<file path="src/rtl/reg_shift_n.sv">
// Parametrised datapath register with hold/load/shift/rotate/arithmetic-shift modes,
// a multi-cycle "shift by N" sequencer with busy/done status, and a serial in/out path.
module reg_shift_n #(
    parameter int WIDTH = 8,
    parameter int AMT_W = 3
) (
    input  logic             clk,
    input  logic             res,
    input  logic             EN,
    input  logic [2:0]       mode,
    input  logic [WIDTH-1:0] Reg_In,
    input  logic             ser_in,
    input  logic [AMT_W-1:0] amt,
    input  logic             start,
    output logic [WIDTH-1:0] Reg_Out,
    output logic             ser_out,
    output logic             busy,
    output logic             done
);

    localparam logic [2:0] MODE_HOLD = 3'b000;
    localparam logic [2:0] MODE_LOAD = 3'b001;
    localparam logic [2:0] MODE_SHL  = 3'b010;
    localparam logic [2:0] MODE_SHR  = 3'b011;
    localparam logic [2:0] MODE_ROL  = 3'b100;
    localparam logic [2:0] MODE_ROR  = 3'b101;
    localparam logic [2:0] MODE_ASR  = 3'b110;

    localparam logic [AMT_W-1:0] AMT_ZERO = {AMT_W{1'b0}};
    localparam logic [AMT_W-1:0] AMT_ONE  = {{(AMT_W-1){1'b0}}, 1'b1};

    typedef enum logic {
        ST_IDLE = 1'b0,
        ST_RUN  = 1'b1
    } state_t;

    state_t           state_q, state_d;
    logic [WIDTH-1:0] reg_q,   reg_d;
    logic             ser_q,   ser_d;
    logic [AMT_W-1:0] cnt_q,   cnt_d;
    logic             busy_q,  busy_d;
    logic             done_q,  done_d;
    logic [2:0]       mode_q,  mode_d;
    logic [WIDTH:0]   step_s;
    logic [2:0]       step_op_s;

    // One shift/rotate step; result is {bit shifted out, new register value}.
    function automatic logic [WIDTH:0] step_f(input logic [2:0] op,
                                              input logic [WIDTH-1:0] val,
                                              input logic sin);
        logic [WIDTH:0] r;
        case (op)
            MODE_SHL: r = {val[WIDTH-1], val[WIDTH-2:0], sin};
            MODE_SHR: r = {val[0], sin, val[WIDTH-1:1]};
            MODE_ROL: r = {val[WIDTH-1], val[WIDTH-2:0], val[WIDTH-1]};
            MODE_ROR: r = {val[0], val[0], val[WIDTH-1:1]};
            MODE_ASR: r = {val[0], val[WIDTH-1], val[WIDTH-1:1]};
            default:  r = {1'b0, val};
        endcase
        return r;
    endfunction

    function automatic logic is_shift_f(input logic [2:0] op);
        logic r;
        case (op)
            MODE_SHL, MODE_SHR, MODE_ROL, MODE_ROR, MODE_ASR: r = 1'b1;
            default:                                          r = 1'b0;
        endcase
        return r;
    endfunction

    // Select which mode drives the step: latched mode while running, live mode otherwise.
    always_comb begin
        if (state_q == ST_RUN) begin
            step_op_s = mode_q;
        end else begin
            step_op_s = mode;
        end
        step_s = step_f(step_op_s, reg_q, ser_in);
    end

    // Next-state and datapath decision for the sequencer and register.
    always_comb begin
        state_d = state_q;
        reg_d   = reg_q;
        ser_d   = ser_q;
        cnt_d   = cnt_q;
        busy_d  = busy_q;
        done_d  = 1'b0;
        mode_d  = mode_q;

        if (!EN) begin
            done_d = 1'b0;
        end else if (state_q == ST_RUN) begin
            reg_d = step_s[WIDTH-1:0];
            ser_d = step_s[WIDTH];
            cnt_d = cnt_q - AMT_ONE;
            // A zero count here is unreachable; treat it as finished rather than wrapping.
            if (cnt_q <= AMT_ONE) begin
                cnt_d   = AMT_ZERO;
                state_d = ST_IDLE;
                busy_d  = 1'b0;
                done_d  = 1'b1;
            end else begin
                done_d = 1'b0;
            end
        end else if (start) begin
            if (is_shift_f(mode) && (amt != AMT_ZERO)) begin
                reg_d  = step_s[WIDTH-1:0];
                ser_d  = step_s[WIDTH];
                cnt_d  = amt - AMT_ONE;
                mode_d = mode;
                if (amt == AMT_ONE) begin
                    done_d = 1'b1;
                end else begin
                    state_d = ST_RUN;
                    busy_d  = 1'b1;
                end
            end else begin
                if (mode == MODE_LOAD) begin
                    reg_d = Reg_In;
                end else begin
                    reg_d = reg_q;
                end
                done_d = 1'b1;
            end
        end else begin
            case (mode)
                MODE_LOAD: reg_d = Reg_In;
                MODE_SHL, MODE_SHR, MODE_ROL, MODE_ROR, MODE_ASR: begin
                    reg_d = step_s[WIDTH-1:0];
                    ser_d = step_s[WIDTH];
                end
                MODE_HOLD: reg_d = reg_q;
                default:   reg_d = reg_q;
            endcase
        end
    end

    // State registers with synchronous active-low reset.
    always_ff @(posedge clk) begin
        if (!res) begin
            state_q <= ST_IDLE;
            reg_q   <= {WIDTH{1'b0}};
            ser_q   <= 1'b0;
            cnt_q   <= AMT_ZERO;
            busy_q  <= 1'b0;
            done_q  <= 1'b0;
            mode_q  <= MODE_HOLD;
        end else begin
            state_q <= state_d;
            reg_q   <= reg_d;
            ser_q   <= ser_d;
            cnt_q   <= cnt_d;
            busy_q  <= busy_d;
            done_q  <= done_d;
            mode_q  <= mode_d;
        end
    end

    assign Reg_Out = reg_q;
    assign ser_out = ser_q;
    assign busy    = busy_q;
    assign done    = done_q;

endmodule

</file>
<file path="config.mk">
export PLATFORM = sky130hd
export DESIGN_NAME = reg_shift_n
export DESIGN_NICKNAME = d
export VERILOG_FILES = /design/src/rtl/reg_shift_n.sv
export SDC_FILE = /design/constraint.sdc
export NUM_CORES = 1
export LEC_CHECK = 0
export ABC_AREA = 1
export CORE_ASPECT_RATIO = 1.1
export CORE_UTILIZATION = 45
export CTS_CLUSTER_SIZE = 28
export DETAILED_ROUTE_END_ITERATION = 6
export HOLD_SLACK_MARGIN = 0.08
export PLACE_DENSITY = 0.8
export SYNTH_ARGS = -nofsm -noshare
export SYNTH_HDL_FRONTEND = slang
export SYNTH_SLANG_ARGS = --single-unit
</file>
<file path="constraint.sdc">
create_clock -name clk -period 2.15 [get_ports clk]
set_input_delay 0.5375 -clock clk [delete_from_list [all_inputs] [get_ports clk]]
set_output_delay 0.5375 -clock clk [all_outputs]
set_load 0.02 [all_outputs]
</file>
Word level (Yosys, flattened, before mapping). Cells that the tools add are included.

Output and inout port bits: 11. Logic and storage cells: 74. Input port bits: 19. Register bits after elaboration: 18.

Multiplexer cells: 34. Equality and inequality tests: 16. Bitwise logic cells: 1. Order comparisons: 1. Add/sub/neg operators: 2. Reduce and logical (&&, ||, !) cells: 13.

Operators by type and width (count): $pmux W9 S5 (1); $mux W8 (4); $mux W1 (23); $eq A3 B3 Y1 const B (6); $pmux W8 S2 (1); $mux W3 (5); $eq A3 B2 Y1 const B (4); $reduce_and A3 Y1 (3); $eq A3 B1 Y1 const B (2); $reduce_bool A3 Y1 (2); $sub A3 B1 Y3 const B (2); $reduce_and A5 Y1 (1); $reduce_or A5 Y1 (1); $ne A4 B1 Y1 const B (1); $reduce_and A4 Y1 (1); $reduce_bool A2 Y1 (2); $reduce_bool A4 Y1 (1); $le A3 B1 Y1 const B (1); $ne A3 B1 Y1 const B (1); $ne A2 B1 Y1 const B (1); $ne A2 B2 Y1 const B (1); $reduce_and A2 Y1 (1); $logic_and A1 B1 Y1 (1); $not A1 Y1 (1).

Longest topological paths before layout.
Word-level depth: 10. Mapped depth: 11. Mapped depth without buffers: 11.

Worst setup path before layout. No wires, ideal clock.

Kind: in2reg. From: in amt[1]. To: reg reg_q[1], in the netlist Reg_Out[1]. Setup slack: 586 ps. Cell stages on the path: 9. Path buffers: 0. Data required time: 2014 ps. Arrival time: 1428 ps. Setup time: 136 ps. Cells stage by stage: inv_1 -> ha_1 -> nand3_1 -> nand2_1 -> nand2_2 -> o21ai_2 -> nor2_1 -> nand2_1 -> a21oi_2.

Word-level cells in the longest chain between the ends: 5. Elaborated cells between the ends (all ways): 7. Classes of those cells: eq/ne (1); mux (3); reduce/logical (3).

RTL lines: start: declaration (line 13) `input logic [AMT_W-1:0] amt,`; $reduce_bool A3 Y1 * (line 108) `if (is_shift_f(mode) && (amt != AMT_ZERO)) begin`; $logic_and A1 B1 Y1 * (line 108); $mux W8 (line 108); $mux W8 (line 107) `end else if (start) begin`; $mux W8 (line 94) `end else if (state_q == ST_RUN) begin`; end signal: assignment (line 144) `reg_q <= {WIDTH{1'b0}};`; end signal: assignment (line 152) `reg_q <= reg_d;`; end: declaration (line 38) `logic [WIDTH-1:0] reg_q, reg_d;`.

Mark *: on every way between the ends. The rest lies on a longest branch, timed or not. A chain may end at the register's enable or synchronous reset.

Final worst setup path.
From: reg reg_q[7], in the netlist Reg_Out[7]. To: out Reg_Out[7].

RTL lines: end: declaration (line 15) `output logic [WIDTH-1:0] Reg_Out,`.

No word-level cell between the ends.

==> summary.md <==
| Metric | Value |
|---|---|
| Post-CTS Hold Buffers | `0` |
| Die Area | `between 3000 and 4000 um2` |
| Post-Syn Instances | `slightly above 200` |
| Worst skew pair latency | `0.30 ns` |
| Max incr delay on CP | `0.64 ns` |
| Worst hold slack | `0.4698 ns` |
| Measured slew at the worst slew-check pin | `0.4755 ns` |
| CP startpoint | `Reg_Out[7]` |
| DIE WIDTH | `around 52 um` |
| Worst setup SP type | `flip-flop` |
| Setup ws final | `between 0.15 and 0.2 ns` |
| Root buffer cell | `clkbuf_4` |
| Tcrit/Tclk final | `roughly nine tenths` |
| Overflow after GRT | `0` |
| Syn avg cell area | `around 6.2 um2` |
| Cts bufs inserted | `3` |
| Most used routing layer in global routing | `met2` |
| WL per Instance | `11.20 um` |
| CTS tree | `done` |
| CP cell instances | `clkdlybuf4s50_1` |
| Largest net degree at the start of global routing | `12` |
| CP arrival | `1.41 ns` |
| Initial Util | `about half` |
| Net count after synthesis | `around 230` |
| Critical path class | `flip-flop to output port` |
| Vias | `around 1400` |
| Number of remaining DRC errors | `0` |
| Leak pwr | `approximately 0.75 nW` |
| R2R setup slack | `0.43 ns` |
| Layout Utilization | `between 60% and 70%` |
| Max_cap viols | `0` |
| Critical path depth | `1` |
| Worst setup path end | `Reg_Out[7]` |
| Layout cells sized above 1 | `13.28%` |
| Power Density | `~550 nW/um2` |
| Maximum clock rate | `about 510 MHz` |
| Hold Path Class | `flip-flop to flip-flop` |
| Grt met2 use | `34.54%` |
| RR Startpoint | `state_q` |
| WP data required | `around 1.6 ns` |
| IO buf count | `29` |
| First-pass GRT wire length | `approximately 5100 um` |
| N_diodes | `0` |
| Final hold violations | `0` |
| Minimum clock period after layout | `approximately 2 ns` |
| Setup TNS | `0 ns` |
| GR Layer Usage met3 | `1.600%` |
| Core area | `2567 um2` |
| Fin nets | `roughly 270` |
| # Post-CTS Setup Buffers | `0` |
| CP Buf/Inv Count | `1` |
| Critical path endpoint category | `output port` |
| Row cnt | `19` |
| DRT antenna net count | `0` |
| VDD IR max | `around 0.41 mV` |
| Synthesized area | `roughly 1300 um2` |
| RePlAce Congestion | `0.8059` |
| Routed vias/inst | `between 5 and 6` |
| Library cells used by synthesis | `22` |
| Die height | `57.47 um` |
| Hpwl dp | `2273 um` |
| Max-slew violations | `0` |
| Final setup violation count | `0` |
| CTS Buffer Depth | `2` |
| # clock sinks | `18` |
| Slowest stage cell, crit path | `clkdlybuf4s50_1` |
| Synthesis Warnings | `0` |
| Status | `complete, no violations` |
| Worst reg-to-reg path cell count | `10` |
| Clock skew | `about 0.0047 ns` |
| RSZ-0062 raised after global routing | `false` |
| Total power | `around 0.92 mW` |
| Area Growth Syn to Fin | `32.01%` |
| Seq/Total Area, Yosys | `between 20% and 30%` |
| Relative slew slack | `between 60% and 70%` |
| Setup slack after placement | `0.003055 ns` |
| Io pins | `30` |
| Crit path max fanout | `6` |
| Flops & latches, synth | `18` |
| CP top delay family | `buffers and inverters` |
| H-tree depth | `1` |
| Gr usage total | `21.96%` |
| 1st-pass router iterations | `4` |
| Vias in the first global route | `1233` |
| Starting DRT DRC Count | `30` |
| FILL cells | `243` |
| Post-Route WL | `3047 um` |
| Met1 Track Usage GR | `29.56%` |
| Clock Pin Slew Worst Setup and Hold Paths | `around 0.11 ns` |
| CTS resizes | `0` |
| Initial antenna violation count | `0` |
| RR Endpoint | `Reg_Out[2]` |
[logic make-up after synthesis]
group                      count (synthesis)  synth area share [%]
and+or+nand+nor                          116                 39.66
AOI/OAI and AO/OA                         34                 16.10
buffers and inverters                     29                 9.244
DFF                                       18                 28.63
adders and majority gates                  5                 4.970
xor gates and xnor gates                   2                 1.392
[worst min path at each step]
stage | startpoint | to | slack, ns | cells after the start
2_1_floorplan | mode_q[0] | mode_q[0] | 0.44 | 2
3_3_place_gp | busy | busy | 0.44 | 2
3_5_place_dp | busy | busy | 0.45 | 2
4_1_cts | busy | busy | 0.46 | 2
5_1_grt | busy | busy | 0.48 | 2
6_report | busy | busy | 0.47 | 2
[through the flow]
step	cell area, um2	instances
2_1_floorplan	1259	204
3_3_place_gp	1625	268
3_5_place_dp	1625	268
4_1_cts	1662	272
5_1_grt	1662	272
6_report	1662	272
[flip-flops by register name, summed over array words and instances (netlist names)]
| signal | count |
|---|---|
| cnt_q | 3 |
| state_q | 1 |
| Reg_Out | 8 |
| mode_q | 3 |
| ser_out | 1 |
| busy | 1 |
| done | 1 |
[metal layers]
metal,up-vias,routed length (um),share of wire [%]
li1,731,-,-
met1,618,1449,48
met2,29,1421,47
met3,4,132,4.3
met4,0,43,1.4
met5,-,0,0
[power breakdown]
group	switching (mW)	total, mW	internal [mW]
combinational	0.178	0.316	0.139
clock	0.118	0.221	0.103
sequential	0.0253	0.385	0.359
total	0.320	0.922	0.601
[synth_stat cells]
master	number	area, um2
a21oi_2	5	43.79
o22ai_1	3	18.77
o21ai_0	10	50.05
nand2_2	6	37.54
inv_2	4	15.01
ha_1	5	62.56
nand2_1	65	244.0
nand4_1	2	12.51
a21oi_1	12	60.06
inv_1	21	78.83
dfxtp_1	18	360.4
nor2_1	24	90.09
xnor2_1	2	17.52
clkbuf_1	1	3.750
nand3_2	4	40.04
nand3_1	14	70.07
nor3_1	1	5.000
a31oi_1	1	6.260
buf_1	1	3.750
o21ai_2	1	8.760
buf_4	2	15.01
a211oi_1	2	15.01
[cell type report]
type,instances,area (um2),share of cell area (%)
timing repair buffer,37,350.3,21.08
tap,31,38.79,2.334
multi-input combinational,157,782.0,47.06
clock buffer,4,36.28,2.184
inverter,25,93.84,5.648
sequential,18,360.3,21.69
[placed cells by master, fill, tap and decap left out]
cell type / count
a211oi_1: 2
a21oi_1: 12
a21oi_2: 5
a31oi_1: 1
buf_4: 8
clkbuf_4: 3
clkbuf_8: 1
clkdlybuf4s50_1: 29
dfxtp_1: 18
ha_1: 5
inv_1: 21
inv_2: 4
nand2_1: 65
nand2_2: 6
nand3_1: 14
nand3_2: 4
nand4_1: 2
nor2_1: 24
nor3_1: 1
o21ai_0: 10
o21ai_2: 1
o22ai_1: 3
xnor2_1: 2
(Power assumes the default switching activity.)
